`src/rtl/mac_sequencer_pkg.sv`:
```
// Shared types and constants for the shift-and-add MAC sequencer.
package mac_sequencer_pkg;
  localparam int OP_W  = 8;
  localparam int ACC_W = 20;
  localparam int CNT_W = 3;
  localparam logic [CNT_W-1:0] CNT_MAX = 3'd7;

  typedef enum logic [1:0] {
    IDLE = 2'd0,
    BUSY = 2'd1,
    DONE = 2'd2
  } state_e;
endpackage

```
`src/rtl/mac_sequencer_if.sv`:
```
// Operand/result handshake bundle between a producer/consumer and the MAC sequencer.
interface mac_sequencer_if #(
  parameter int OP_W  = mac_sequencer_pkg::OP_W,
  parameter int ACC_W = mac_sequencer_pkg::ACC_W
);
  logic             in_valid;
  logic             in_ready;
  logic [OP_W-1:0]  op_a;
  logic [OP_W-1:0]  op_b;
  logic             acc_clr;
  logic             out_valid;
  logic             out_ready;
  logic [ACC_W-1:0] acc;
  logic             ovf;

  modport master (
    output in_valid, op_a, op_b, acc_clr, out_ready,
    input  in_ready, out_valid, acc, ovf
  );

  modport slave (
    input  in_valid, op_a, op_b, acc_clr, out_ready,
    output in_ready, out_valid, acc, ovf
  );
endinterface

```
`src/rtl/N_bit_adder.sv`:
```
// N-bit ripple-carry adder; carry-out is the final carry of the chain.
module N_bit_adder #(
  parameter int N = 20
) (
  input  logic [N-1:0] a_i,
  input  logic [N-1:0] b_i,
  input  logic         cin_i,
  output logic [N-1:0] sum_o,
  output logic         cout_o
);
  logic [N:0] c;

  assign c[0] = cin_i;

  for (genvar i = 0; i < N; i++) begin : g_fa
    assign sum_o[i] = a_i[i] ^ b_i[i] ^ c[i];
    assign c[i+1]   = (a_i[i] & b_i[i]) | (c[i] & (a_i[i] ^ b_i[i]));
  end

  assign cout_o = c[N];
endmodule

```
`src/rtl/mac_sequencer.sv`:
```
// Fixed-latency unsigned shift-and-add multiply-accumulate: one partial product per BUSY cycle,
// eight BUSY cycles per operand pair, one shared isolated adder.
module mac_sequencer #(
  parameter int OP_W  = 8,
  parameter int ACC_W = 20
) (
  input logic           clk,
  input logic           rst,
  mac_sequencer_if.slave bus
);
  import mac_sequencer_pkg::*;

  state_e             state_q, state_d;
  logic [ACC_W-1:0]   acc_q;
  logic [ACC_W-1:0]   mcand_q;
  logic [OP_W-1:0]    mplr_q;
  logic [CNT_W-1:0]   cnt_q;
  logic               ovf_q;
  logic               in_ready_q;
  logic               out_valid_q;

  logic               accept;
  logic               add_en;
  logic [ACC_W-1:0]   add_a;
  logic [ACC_W-1:0]   add_b;
  logic [ACC_W-1:0]   sum;
  logic               cout;

  assign accept = bus.in_valid && in_ready_q;
  assign add_en = (state_q == BUSY) && mplr_q[0];

  always_comb begin
    state_d = state_q;
    case (state_q)
      IDLE:    if (accept) state_d = BUSY;
      BUSY:    if (cnt_q == CNT_MAX) state_d = DONE;
      DONE:    if (out_valid_q && bus.out_ready) state_d = IDLE;
      default: state_d = IDLE;
    endcase
  end

  // Operand isolation: adder inputs sit at zero unless this partial product is used.
  always_comb begin
    add_a = '0;
    add_b = '0;
    if (add_en) begin
      add_a = acc_q;
      add_b = mcand_q;
    end
  end

  N_bit_adder #(.N(ACC_W)) u_add (
    .a_i    (add_a),
    .b_i    (add_b),
    .cin_i  (1'b0),
    .sum_o  (sum),
    .cout_o (cout)
  );

  always_ff @(posedge clk or posedge rst) begin
    if (rst) begin
      state_q     <= IDLE;
      acc_q       <= '0;
      ovf_q       <= 1'b0;
      cnt_q       <= '0;
      mcand_q     <= '0;
      mplr_q      <= '0;
      in_ready_q  <= 1'b1;
      out_valid_q <= 1'b0;
    end else begin
      state_q     <= state_d;
      in_ready_q  <= (state_d == IDLE);
      out_valid_q <= (state_d == DONE);
      case (state_q)
        IDLE: begin
          if (accept) begin
            mcand_q <= {{(ACC_W-OP_W){1'b0}}, bus.op_a};
            mplr_q  <= bus.op_b;
            cnt_q   <= '0;
            if (bus.acc_clr) begin
              acc_q <= '0;
              ovf_q <= 1'b0;
            end
          end
        end
        BUSY: begin
          if (add_en) begin
            acc_q <= sum;
            ovf_q <= ovf_q | cout;
          end
          mcand_q <= mcand_q << 1;
          mplr_q  <= mplr_q >> 1;
          cnt_q   <= cnt_q + 1'b1;
        end
        default: ;
      endcase
    end
  end

  assign bus.in_ready  = in_ready_q;
  assign bus.out_valid = out_valid_q;
  assign bus.acc       = acc_q;
  assign bus.ovf       = ovf_q;
endmodule

```
`src/flat_wrapper.sv`:
```
// flat-port wrapper written by rule: the top's interface ports become plain ports
module mac_sequencer_flat import mac_sequencer_pkg::*;
#(
  parameter int OP_W  = 8,
  parameter int ACC_W = 20
)
  (clk, rst, bus_in_valid, bus_op_a, bus_op_b, bus_acc_clr, bus_out_ready, bus_in_ready, bus_out_valid, bus_acc, bus_ovf);
  mac_sequencer_if #(.OP_W(OP_W), .ACC_W(ACC_W)) bus_i ();
  input logic clk;
  input logic rst;
  input wire logic [$bits(bus_i.in_valid)-1:0] bus_in_valid;
  input wire logic [$bits(bus_i.op_a)-1:0] bus_op_a;
  input wire logic [$bits(bus_i.op_b)-1:0] bus_op_b;
  input wire logic [$bits(bus_i.acc_clr)-1:0] bus_acc_clr;
  input wire logic [$bits(bus_i.out_ready)-1:0] bus_out_ready;
  output wire logic [$bits(bus_i.in_ready)-1:0] bus_in_ready;
  output wire logic [$bits(bus_i.out_valid)-1:0] bus_out_valid;
  output wire logic [$bits(bus_i.acc)-1:0] bus_acc;
  output wire logic [$bits(bus_i.ovf)-1:0] bus_ovf;
  assign bus_i.in_valid = bus_in_valid;
  assign bus_i.op_a = bus_op_a;
  assign bus_i.op_b = bus_op_b;
  assign bus_i.acc_clr = bus_acc_clr;
  assign bus_i.out_ready = bus_out_ready;
  assign bus_in_ready = bus_i.in_ready;
  assign bus_out_valid = bus_i.out_valid;
  assign bus_acc = bus_i.acc;
  assign bus_ovf = bus_i.ovf;
  mac_sequencer #(.OP_W(OP_W), .ACC_W(ACC_W)) u_core (.clk(clk), .rst(rst), .bus(bus_i));
endmodule
```
`config.mk`:
```
export PLATFORM = sky130hd
export DESIGN_NAME = mac_sequencer_flat
export DESIGN_NICKNAME = d
export VERILOG_FILES = /design/src/rtl/mac_sequencer_pkg.sv /design/src/rtl/mac_sequencer_if.sv /design/src/rtl/N_bit_adder.sv /design/src/rtl/mac_sequencer.sv /design/src/flat_wrapper.sv
export SDC_FILE = /design/constraint.sdc
export NUM_CORES = 1
export LEC_CHECK = 0
export ABC_AREA = 0
export CORE_MARGIN = 2
export CORE_UTILIZATION = 50
export DETAILED_ROUTE_END_ITERATION = 7
export PLACE_DENSITY_LB_ADDON = 0.12
export SYNTH_ARGS = -nofsm -noshare
export SYNTH_HDL_FRONTEND = slang
export SYNTH_SLANG_ARGS = --single-unit
```
`constraint.sdc`:
```
create_clock -name clk -period 9.55 [get_ports clk]
set_clock_uncertainty 0.05 [all_clocks]
set_input_delay 0.955 -clock clk [delete_from_list [all_inputs] [get_ports clk]]
set_output_delay 0.955 -clock clk [all_outputs]
set_load 0.05 [all_outputs]
```
After elaboration in Yosys (flattened, before gate mapping)
Index checks and enable logic that the tools add are counted.
{"block": "totals", "regBits": 56, "output_inout_bits": 23, "word_cells": 142}
{"block": "op_classes", "addsub": 1, "n_mux": 20, "n_bitwise": 98, "n_eq_ne": 7, "n_reduce_logical": 8}
{"op": "2-to-1 mux 20 bit", "n": 6}
{"op": "one-hot mux 20 bit (2 select lines)", "n": 2}
{"op": "bitwise AND 1 bit", "n": 39}
{"op": "bitwise XOR 1 bit", "n": 39}
{"op": "bitwise OR 1 bit", "n": 20}
{"op": "one-hot mux 8 bit (2 select lines)", "n": 1}
{"op": "2-to-1 mux 8 bit", "n": 1}
{"op": "2-to-1 mux 2 bit", "n": 3}
{"op": "one-hot mux 2 bit (3 select lines)", "n": 1}
{"op": "one-hot mux 3 bit (2 select lines)", "n": 1}
{"op": "equality test 2 bit, second input constant", "n": 2}
{"op": "zero test 2 bit", "n": 2}
{"op": "!= test 2 x 1 -> 1 bit, second input constant", "n": 2}
{"op": "AND reduction 4 bit", "n": 1}
{"op": "adder 3 x 1 -> 3 bit, second input constant", "n": 1}
{"op": "equality test 3 bit, second input constant", "n": 1}
{"op": "logical AND 1 bit", "n": 3}
{"op": "2-to-1 mux 1 bit", "n": 3}
{"op": "2-to-1 mux 3 bit", "n": 1}
{"op": "equality test 2 x 1 -> 1 bit, second input constant", "n": 1}
{"op": "!= test 2 bit, second input constant", "n": 1}
{"op": "one-hot mux 1 bit (2 select lines)", "n": 1}
{"op": "AND reduction 2 bit", "n": 1}
{"op": "nonzero test 2 bit", "n": 1}

Depth between registers and ports, before layout
Gate-level depths: netlist of the first run.
{"block": "logic_depth", "depth_word": 45, "ltp_mapped": 28, "ltp_nobuf": 26}

Cells and area by module
A second synthesis of the first run with hierarchy kept.
{"block": "unflattened", "hier_cells": 290, "area_unflattened_um2": 3000.4}
{"module": "mac_sequencer", "cells_each": 260, "instances": 1, "seq_area_each_um2": 1402.6, "area_per_inst_um2": 2562.5}
{"module": "N_bit_adder", "cells_each": 30, "instances": 1, "seq_area_each_um2": 0.0, "area_per_inst_um2": 437.9}

Least setup slack after synthesis of the first run
Ideal clock, no wire load.
{"block": "synth_path", "path_kind": "reg2reg", "startpoint": "reg u_core.state_q[1]", "endpoint": "reg u_core.acc_q[19], in the netlist u_core.bus.acc[19]", "t_arrival_ns": 7.853, "n_path_buf": 2, "path_slack_ns": 1.526, "stages_incl_launch_ff": 28, "setup_time_ns": 0.121, "path_cell_list": "dfrtp_1 > buf_2 > and3b_1 > clkbuf_1 > and2_1 > ha_1 > fa_1 > fa_1 > fa_1 > inv_1 > fa_1 > fa_1 > fa_1 > fa_1 > fa_1 > fa_1 > fa_1 > fa_1 > fa_1 > fa_1 > fa_1 > fa_1 > fa_1 > fa_1 > inv_1 > fa_1 > fa_1 > a22o_1"}
{"block": "synth_via", "elab_chain_len": 43}
{"element": "start, declared", "line": "mac_sequencer.sv:13", "rtl": "state_e state_q, state_d;"}
{"element": "start signal, assigned", "line": "mac_sequencer.sv:71", "rtl": "state_q <= state_d;"}
{"element": "equality test 2 x 1 -> 1 bit", "line": "mac_sequencer.sv:30, mac_sequencer.sv:74"}
{"element": "logical AND 1 bit", "line": "mac_sequencer.sv:30", "rtl": "assign add_en = (state_q == BUSY) && mplr_q[0];"}
{"element": "2-to-1 mux 20 bit", "line": "mac_sequencer.sv:46", "rtl": "if (add_en) begin"}
{"element": "bitwise AND 1 bit or bitwise XOR 1 bit (tied branches)", "line": "N_bit_adder.sv:17", "rtl": "assign c[i+1] = (a_i[i] & b_i[i]) | (c[i] & (a_i[i] ^ b_i[i]));"}
{"element": "bitwise AND 1 bit", "line": "N_bit_adder.sv:17"}
{"element": "bitwise OR 1 bit", "line": "N_bit_adder.sv:17"}
{"element": "bitwise AND 1 bit", "line": "N_bit_adder.sv:17"}
{"element": "bitwise OR 1 bit", "line": "N_bit_adder.sv:17"}
{"element": "[27 not listed]"}
{"element": "bitwise OR 1 bit", "line": "N_bit_adder.sv:17"}
{"element": "bitwise AND 1 bit", "line": "N_bit_adder.sv:17"}
{"element": "bitwise OR 1 bit", "line": "N_bit_adder.sv:17"}
{"element": "bitwise AND 1 bit", "line": "N_bit_adder.sv:17"}
{"element": "bitwise OR 1 bit", "line": "N_bit_adder.sv:17"}
{"element": "bitwise XOR 1 bit", "line": "N_bit_adder.sv:16", "rtl": "assign sum_o[i] = a_i[i] ^ b_i[i] ^ c[i];"}
{"element": "2-to-1 mux 20 bit", "line": "mac_sequencer.sv:87", "rtl": "if (add_en) begin"}
{"element": "one-hot mux 20 bit (2 select lines)", "line": "mac_sequencer.sv:74", "rtl": "case (state_q)"}
{"element": "end signal, assigned", "line": "mac_sequencer.sv:88", "rtl": "acc_q <= sum;"}
{"element": "end, declared", "line": "mac_sequencer.sv:14", "rtl": "logic [ACC_W-1:0] acc_q;"}
Parallel ways exist; a longest one is shown, timed or not. The select of a mux whose other input is x is not followed.
A chain may end at the register's enable or synchronous reset.

Worst setup path after layout of the first run
Ends and elaborated chain as after synthesis.

==> results of run 1 <==
kinds of logic after synthesis:
group,after synthesis,share of synthesized area
AND/OR/NAND/NOR,64,0.118
buffers and inverters,20,0.0404
adder cells (fa/ha/maj),22,0.148
flip-flops,56,0.498
AO/OA/AOI/OAI,59,0.185
multiplexers,3,0.0107
registers in the layout, indices dropped and copies added, names as in the netlist:
signal / count
u_core.state_q: 2
u_core.mcand_q: 20
u_core.mplr_q: 8
u_core.bus.in_ready: 1
u_core.bus.out_valid: 1
u_core.bus.acc: 20
u_core.bus.ovf: 1
u_core.cnt_q: 3
worst min path at each step:
stage                                           start                     endpoint
after floorplan           u_core.cnt_q[0]$_DFFE_PP0P_  u_core.cnt_q[0]$_DFFE_PP0P_
after global placement    u_core.cnt_q[0]$_DFFE_PP0P_  u_core.cnt_q[0]$_DFFE_PP0P_
after detailed placement  u_core.cnt_q[0]$_DFFE_PP0P_  u_core.cnt_q[0]$_DFFE_PP0P_
after CTS                 u_core.cnt_q[0]$_DFFE_PP0P_  u_core.cnt_q[0]$_DFFE_PP0P_
after global routing      u_core.cnt_q[0]$_DFFE_PP0P_  u_core.cnt_q[0]$_DFFE_PP0P_
final                     u_core.cnt_q[0]$_DFFE_PP0P_  u_core.cnt_q[0]$_DFFE_PP0P_
critical path, delay by kind of cell (launching register included):
family	cells	cell delay, ps
compound gates	1	210
fa+ha+maj	20	6830
buf+inv	2	120
flops	1	500
simple gates	2	770
layer usage:
metal / up-vias / part of all wire
met5: - / 0
met4: 0 / 0.0081
met3: 4 / 0.030
met2: 37 / 0.49
met1: 939 / 0.48
li1: 866 / -
synthesized netlist by cell type, types with 3 or more instances:
library cell,number,area (um2)
ha_1,3,37.5
mux2i_1,3,30.0
a22o_1,22,193
nand2_1,31,116
inv_1,3,11.3
o221a_2,12,135
and2_1,12,75.1
buf_4,3,22.5
buf_2,10,50.1
dfrtp_1,55,1380
nand2b_1,14,87.6
o2bb2ai_1,14,123
fa_1,19,380
a21oi_1,5,25.0
per-stage QoR:
stage          worst slack, ps  hold WS [ps]   util  cells
2_1_floorplan             1530           396      -    224
3_3_place_gp              1150           416  0.595    325
3_5_place_dp              1040           420  0.595    325
4_1_cts                    968           434  0.615    333
5_1_grt                    613           452  0.615    333
6_report                   972           426  0.615    333
power groups by stage:
stage	Sequential [mW]	Combinational [mW]	Clock, mW
after global placement	0.424	0.632	0
after floorplan	0.524	0.389	0
final	0.420	0.634	0.155
after detailed placement	0.424	0.643	0
after global routing	0.435	0.703	0.166
after CTS	0.420	0.646	0.158
cell type report:
type | count | area [um2] | area share
timing repair buffer | 46 | 453 | 0.135
inverter | 3 | 11.3 | 0.00335
tap | 72 | 90.1 | 0.0268
clock inverter | 2 | 35.0 | 0.0104
multi-input combinational | 148 | 1300 | 0.386
sequential | 56 | 1400 | 0.417
clock buffer | 6 | 72.6 | 0.0216
==> flow_summary.json, run 1 <==
{
  "postLayoutCellArea_um2": 3360,
  "grt_pass1_wl_mm": 9.18,
  "num-nets-final": 303,
  "syn_to_final_growth_pct": 19.5,
  "finalHoldViolCount": 0,
  "slew_viol_final": 0,
  "grt_pass1_vias": 1891,
  "drive_gt1_frac": 0.103,
  "max_freq_mhz": 117,
  "rrSetupSlack_ps": 970,
  "postRouteAntennaNets": 0,
  "worstPathRequired_ps": 9700,
  "crit_path_max_fanout": 18,
  "dr.pass1.iters": 4,
  "endpoint_kind": "register",
  "clk_pin_slew_ps": 100,
  "cts_made_buffers": 5,
  "slowest_stage": "and3b_1",
  "grt_use_met3": 0.0273,
  "initial_core_util": 0.515,
  "syn-num-nets": 267,
  "finalCritPeriodShare": 0.898,
  "grt_overflow_total": 0,
  "cts.htree.levels": 2,
  "coreArea_um2": 5470,
  "cts_tree": "yes",
  "syn-instance-count": 224,
  "antenna_cells": 0,
  "crit_path_max_incr_delay_ps": 560,
  "viasPerCell": 5.54,
  "grt.met1_usage": 0.276,
  "synthArstFlopShare": 1.00,
  "p_leak_nw": 1.37,
  "worstMarginPinSlew_ps": 687,
  "syn_area_um2": 2820,
  "cts_setup_buffers": 0,
  "hold_buffers": 0,
  "ys.warnings.count": 0,
  "grt.busiest_layer": "met2",
  "cp-endpoint": "u_core.bus.acc[19]$_DFFE_PP0P_",
  "synth_seq_area_share": 0.498,
  "dpl.hpwl_mm": 3.57,
  "crit-reg2reg-launch": "u_core.state_q[1]$_DFF_PP0_",
  "gp_congestion": 0.779,
  "status": "completed",
  "grt.total_usage": 0.191,
  "wirelength_mm": 5.17,
  "routedWlPerCell_um": 15.5,
  "ys_types": 29,
  "pwr-share-clk": 0.128,
  "port_buffers": 43,
  "die_height_um": 79.1,
  "synth_edf_count": 0,
  "cts_sinks": 56,
  "avgSynthCellArea_um2": 12.6,
  "rsz0062_at_grt": "no",
  "pwr-share-comb": 0.525,
  "intPower_mw": 0.667,
  "cts_buffer_depth": 2,
  "setup_viol": 0,
  "synthFlopType": "dfrtp_1",
  "worstHoldPathCells": 1,
  "antenna_found_initial": 0,
  "swShare": 0.448,
  "seq_power_share": 0.347,
  "peakVddDrop_mv": 0.175,
  "final_common_cell": "dfrtp_1",
  "rows": 27,
  "ios": 44,
  "clock-root-buffer": "clkbuf_8",
  "cts_resized": 0,
  "max_cap_violations": 0,
  "cpMostUsedCell": "fa_1",
  "max-slew-margin-rel": 0.542,
  "crit_type": "reg -> reg",
  "hp-class": "reg -> reg",
  "crit_start": "u_core.state_q[1]$_DFF_PP0_",
  "startpoint_type": "register",
  "fillers": 461,
  "die_area_um2": 6250,
  "timing.setup.tns_ps": 0,
  "r2r-end": "u_core.bus.acc[19]$_DFFE_PP0P_",
  "p_total_mw": 1.21,
  "final_cell_mix": "dfrtp_1, clkdlybuf4s50_1, nand2_1",
  "power.density_nw_per_um2": 359,
  "num_vias": 1846,
  "first_iter_violations": 94,
  "placed_area_um2": 3260,
  "fin_crit_ps": 8580,
  "grt_max_degree": 57,
  "ys_ff_latch": 56,
  "chipWidth_um": 79.1,
  "post-route-drc-count": 0,
  "arrival_ps": 8730,
  "ff2ff_path_depth": 25,
  "grt_use_met2": 0.302,
  "clock_latency_ps": 310,
  "switchingPower_mw": 0.541
}
(Power assumes the default switching activity.)
==> run 2, diff against run 1 <==
CORE_MARGIN = 4   (was 2)
CORE_UTILIZATION = 48   (was 50)
clock period = 7 ns   (was 9.55 ns; I/O delays follow)
==> run 2 against run 1 <==
  * The flow now finishes with violations (negative setup slack)
  * First-iteration DRC count is 26% lower
  * Sequential share of layout area fell by 1.6 points
  * Total power grew 42%
  * Hold slack gained 16 ps
  * Die area rose by 15%
  * Critical path depth unchanged
  * Non-clock buffer count rose by 8
  * Via count rose by 2.0%
  * Worst setup slack lost 1400 ps
  * Core utilization rose by 0.88 points
  * Sequential cell count unchanged
  * Critical endpoint unchanged
  * Highest routed layer unchanged
==> flow_summary.json, run 2 (synthesis gave the netlist of run 1 again) <==
{
  "crit_type": "reg -> reg",
  "placed_area_um2": 3360,
  "first_iter_violations": 70,
  "crit_start": "u_core.state_q[1]$_DFF_PP0_",
  "r2r-end": "u_core.bus.acc[19]$_DFFE_PP0P_",
  "cp-endpoint": "u_core.bus.acc[19]$_DFFE_PP0P_",
  "ios": 44,
  "max_freq_mhz": 134,
  "fin_ws_ps": -473,
  "p_total_mw": 1.72,
  "hp-class": "reg -> reg",
  "dpl.hpwl_mm": 3.85,
  "drive_gt1_frac": 0.219,
  "rrSetupSlack_ps": -470,
  "regArea_um2": 1400,
  "die_height_um": 84.6,
  "ff2ff_path_depth": 25,
  "initial_core_util": 0.502,
  "setup_viol": 3,
  "grt_overflow_total": 0,
  "dp_cells": 333,
  "pwr-share-clk": 0.126,
  "slew_viol_final": 0,
  "finalHoldViolCount": 0,
  "finalCritPeriodShare": 1.07,
  "chipWidth_um": 84.6,
  "peakVddDrop_mv": 0.239,
  "gp_congestion": 0.760,
  "postLayoutCellArea_um2": 3500,
  "finish.utilization": 0.624,
  "routedWlPerCell_um": 16.1,
  "worst-path-stages": 25,
  "clock-root-buffer": "clkbuf_8",
  "endpoint_kind": "register",
  "arrival_ps": 7640,
  "grt_max_degree": 57,
  "clk_pin_slew_ps": 110,
  "num-nets-final": 311,
  "crit_family": "adder cells",
  "grt_pass1_wl_mm": 9.56,
  "worstPathRequired_ps": 7170,
  "cts_setup_buffers": 0,
  "final_common_cell": "dfrtp_1",
  "fillers": 488,
  "switchingPower_mw": 0.768,
  "antenna_cells": 0,
  "num_vias": 1882,
  "cts.htree.levels": 2,
  "grt_pass1_vias": 1968,
  "fin_crit_ps": 7470,
  "grt.total_usage": 0.168,
  "crit-reg2reg-launch": "u_core.state_q[1]$_DFF_PP0_",
  "port_buffers": 43,
  "antenna_found_initial": 0,
  "status": "complete, but fails checks",
  "seq_power_share": 0.327,
  "multi_input_area_um2": 1360,
  "pwr-share-comb": 0.547,
  "intPower_mw": 0.952,
  "hp-start": "u_core.cnt_q[0]$_DFFE_PP0P_",
  "timing.hold.ws_ps": 442,
  "crit_path_max_fanout": 6,
  "postRouteAntennaNets": 0,
  "cts_buffer_depth": 2,
  "post-route-drc-count": 0,
  "rows": 27,
  "timing.setup.tns_ps": -947,
  "wirelength_mm": 5.47,
  "violations": "negative setup slack",
  "cts_sinks": 56,
  "cts_tree": "yes",
  "final_cell_mix": "dfrtp_1, clkdlybuf4s50_1, nand2_1",
  "pre_cts_ws_ps": -497,
  "hold_buffers": 0,
  "crit_path_max_incr_delay_ps": 410,
  "rsz0062_at_grt": "yes",
  "dr.pass1.iters": 4,
  "cts_made_buffers": 5,
  "swShare": 0.447,
  "cpMostUsedCell": "fa_2",
  "startpoint_type": "register",
  "cp_num_buf_inv": 2,
  "coreArea_um2": 5610,
  "power.density_nw_per_um2": 492,
  "p_leak_nw": 1.41,
  "worstMarginPinSlew_ps": 1140,
  "viasPerCell": 5.52,
  "slowest_stage": "fa_1",
  "max-slew-margin-rel": 0.238,
  "syn_to_final_growth_pct": 24.2,
  "clock_latency_ps": 320,
  "max_cap_violations": 0,
  "layoutNonFillerInstCount": 341,
  "die_area_um2": 7160
}
run 2: worst reg2reg max path: cells and delay by family (launching register included):
kind | cells | cell delay (ps)
AOI/OAI and AO/OA | 1 | 210
DFF | 1 | 380
buffers and inverters | 2 | 100
and+or+nand+nor | 2 | 460
adders and majority gates | 20 | 6180
run 2: area by class of cell:
| cell class | count | area share |
|---|---|---|
| repair buffers | 54 | 0.148 |
| flip-flops and latches | 56 | 0.401 |
| clock inverters | 3 | 0.0132 |
| clock buffers | 5 | 0.0197 |
| well taps | 72 | 0.0258 |
| inverters | 3 | 0.00322 |
| multi-input cells | 148 | 0.389 |
run 2: power by group through the flow:
stage | combinational (mW) | sequential [mW] | clock (mW)
after floorplan | 0.544 | 0.716 | 0
after global placement | 0.923 | 0.566 | 0
after detailed placement | 0.936 | 0.566 | 0
after CTS | 0.949 | 0.562 | 0.224
after global routing | 1.04 | 0.580 | 0.240
final | 0.940 | 0.562 | 0.217
run 2: how the worst min path moves through the flow:
| stage | cells after the start | slack, ps | end |
|---|---|---|---|
| 2_1_floorplan | 1 | 400 | u_core.cnt_q[0]$_DFFE_PP0P_ |
| 3_3_place_gp | 1 | 420 | u_core.cnt_q[0]$_DFFE_PP0P_ |
| 3_5_place_dp | 1 | 420 | u_core.cnt_q[0]$_DFFE_PP0P_ |
| 4_1_cts | 1 | 440 | u_core.cnt_q[0]$_DFFE_PP0P_ |
| 5_1_grt | 1 | 470 | u_core.cnt_q[0]$_DFFE_PP0P_ |
| 6_report | 1 | 440 | u_core.cnt_q[0]$_DFFE_PP0P_ |
run 2: repair_timing:
item,CTS,global route
gates resized for setup,7,0
endpoints found under the setup margin,3,4
pin swaps,2,1
run 2: per-layer routing:
metal	GRT usage	vias to the layer above	wire length, um
met3	0.0393	7	227
met1	0.239	950	2720
met5	0	-	0
li1	-	881	-
met4	0.0518	0	74
met2	0.257	44	2460
==> run 3, diff against run 2 <==
CORE_MARGIN = 2   (was 4)
REMOVE_ABC_BUFFERS = 1   (was unset)
==> run 3 against run 2 <==
  * The flow still finishes with violations (negative setup slack)
  * Fmax about the same
  * Global-route usage up 1.8 points
  * Hold slack about the same
  * Design area up 1.3%
  * Die area down 9.2%
  * Critical path type unchanged
  * Largest cell class unchanged
==> flow_summary.json, run 3 (synthesis gave the netlist of run 1 again) <==
{
  "status": "complete, but fails checks",
  "violations": "negative setup slack",
  "grt_overflow_total": 0,
  "max_cap_violations": 0,
  "antenna_found_initial": 0,
  "endpoint_kind": "register",
  "rows": 27,
  "routedWlPerCell_um": 15.4,
  "cpMostUsedCell": "fa_2",
  "p_leak_nw": 1.45,
  "clk_pin_slew_ps": 100,
  "dpl.hpwl_mm": 3.73,
  "post-route-drc-count": 0,
  "clock-root-buffer": "clkbuf_8",
  "num_vias": 1879,
  "cts_buffer_depth": 2,
  "wirelength_mm": 5.37,
  "layoutNonFillerInstCount": 348,
  "fin_ws_ps": -475,
  "rsz0062_at_grt": "yes",
  "max_freq_mhz": 134,
  "ios": 44,
  "cts_made_buffers": 5,
  "slew_viol_final": 0,
  "cp_num_buf_inv": 2,
  "coreArea_um2": 5570,
  "dp_cells": 339,
  "pre_cts_ws_ps": -1030,
  "crit-reg2reg-launch": "u_core.state_q[1]$_DFF_PP0_",
  "cts_sinks": 56,
  "power.density_nw_per_um2": 489,
  "r2r-end": "u_core.bus.acc[19]$_DFFE_PP0P_",
  "antenna_cells": 0,
  "postRouteAntennaNets": 0,
  "startpoint_type": "register",
  "clock_latency_ps": 310,
  "fillers": 463,
  "port_buffers": 43,
  "setup_viol": 3,
  "peakVddDrop_mv": 0.236,
  "slowest_stage": "fa_1",
  "worst-path-stages": 25,
  "cts.htree.levels": 2,
  "grt.total_usage": 0.186,
  "fin_crit_ps": 7480,
  "die_height_um": 80.6,
  "finalHoldViolCount": 0,
  "ff2ff_path_depth": 25,
  "crit_type": "reg -> reg",
  "rrSetupSlack_ps": -480,
  "finalCritPeriodShare": 1.07,
  "crit_start": "u_core.state_q[1]$_DFF_PP0_",
  "num-nets-final": 318,
  "grt_pass1_wl_mm": 9.22,
  "worstPathRequired_ps": 7150,
  "hp-class": "reg -> reg",
  "die_area_um2": 6500,
  "p_total_mw": 1.73,
  "gp_congestion": 0.747,
  "arrival_ps": 7620,
  "crit_family": "adder cells",
  "grt_max_degree": 57,
  "crit_path_max_incr_delay_ps": 410,
  "cp-endpoint": "u_core.bus.acc[19]$_DFFE_PP0P_",
  "chipWidth_um": 80.6,
  "dr.pass1.iters": 4,
  "drive_gt1_frac": 0.243,
  "first_iter_violations": 108,
  "crit_path_max_fanout": 4,
  "grt_pass1_vias": 1978,
  "syn_to_final_growth_pct": 25.8,
  "final_cell_mix": "dfrtp_1, clkdlybuf4s50_1, nand2_1",
  "timing.setup.tns_ps": -966,
  "max-slew-margin-rel": 0.267,
  "timing.hold.ws_ps": 442,
  "worstMarginPinSlew_ps": 1100,
  "cts_tree": "yes",
  "final_common_cell": "dfrtp_1",
  "viasPerCell": 5.40,
  "initial_core_util": 0.505
}
## run 3: cell types whose count changed in the layout (fill, tap and decap cells not counted), sizes merged
cell	change
clkinvlp	-1
clkbuf	+1
clkinv	+1
buf	+7
inv	-1
## run 3: what timing repair did
| action | in CTS | in global routing |
|---|---|---|
| setup buffers | 1 | 0 |
| cloned | 0 | 0 |
| setup endpoints to repair | 5 | 4 |
| gates resized for setup | 26 | 0 |
| pin swaps | 3 | 1 |
| hold buffers | 0 | 0 |
## run 3: where the power goes
group | switching, mW | internal [mW] | leakage, nW
registers | 0.0927 | 0.464 | 0.706
clock network | 0.105 | 0.106 | 0.0552
logic | 0.559 | 0.404 | 0.688
total | 0.757 | 0.974 | 1.45
## run 3: stage by stage
step / area (um2) / utilization
floorplan: 2710 / -
global placement: 3360 / 0.603
detailed placement: 3360 / 0.603
CTS: 3540 / 0.636
global route: 3540 / 0.636
finish: 3540 / 0.636
## run 3: final cells by class
| class | instances | area [um2] | share of cell area |
|---|---|---|---|
| Multi-Input combinational cell | 148 | 1370 | 0.386 |
| Clock buffer | 6 | 72.6 | 0.0205 |
| Inverter | 3 | 11.3 | 0.00318 |
| Tap cell | 72 | 90.1 | 0.0254 |
| Clock inverter | 2 | 35.0 | 0.00989 |
| Sequential cell | 56 | 1400 | 0.396 |
| Timing Repair Buffer | 61 | 566 | 0.160 |
## run 3: layer usage
| metal | vias to the layer above | track usage | share of wire |
|---|---|---|---|
| li1 | 892 | - | - |
| met3 | 2 | 0.0404 | 0.031 |
| met5 | - | 0 | 0 |
| met1 | 955 | 0.242 | 0.45 |
| met4 | 0 | 0.0407 | 0.0034 |
| met2 | 30 | 0.319 | 0.51 |
## run 3: worst min-delay path by stage
stage | to | slack (ps) | depth (start not counted) | startpoint
floorplan | u_core.cnt_q[0]$_DFFE_PP0P_ | 400 | 1 | u_core.cnt_q[0]$_DFFE_PP0P_
global placement | u_core.cnt_q[0]$_DFFE_PP0P_ | 410 | 1 | u_core.cnt_q[0]$_DFFE_PP0P_
detailed placement | u_core.cnt_q[0]$_DFFE_PP0P_ | 430 | 1 | u_core.cnt_q[0]$_DFFE_PP0P_
CTS | u_core.cnt_q[0]$_DFFE_PP0P_ | 440 | 1 | u_core.cnt_q[0]$_DFFE_PP0P_
global route | u_core.cnt_q[0]$_DFFE_PP0P_ | 470 | 1 | u_core.cnt_q[0]$_DFFE_PP0P_
finish | u_core.cnt_q[0]$_DFFE_PP0P_ | 440 | 1 | u_core.cnt_q[0]$_DFFE_PP0P_
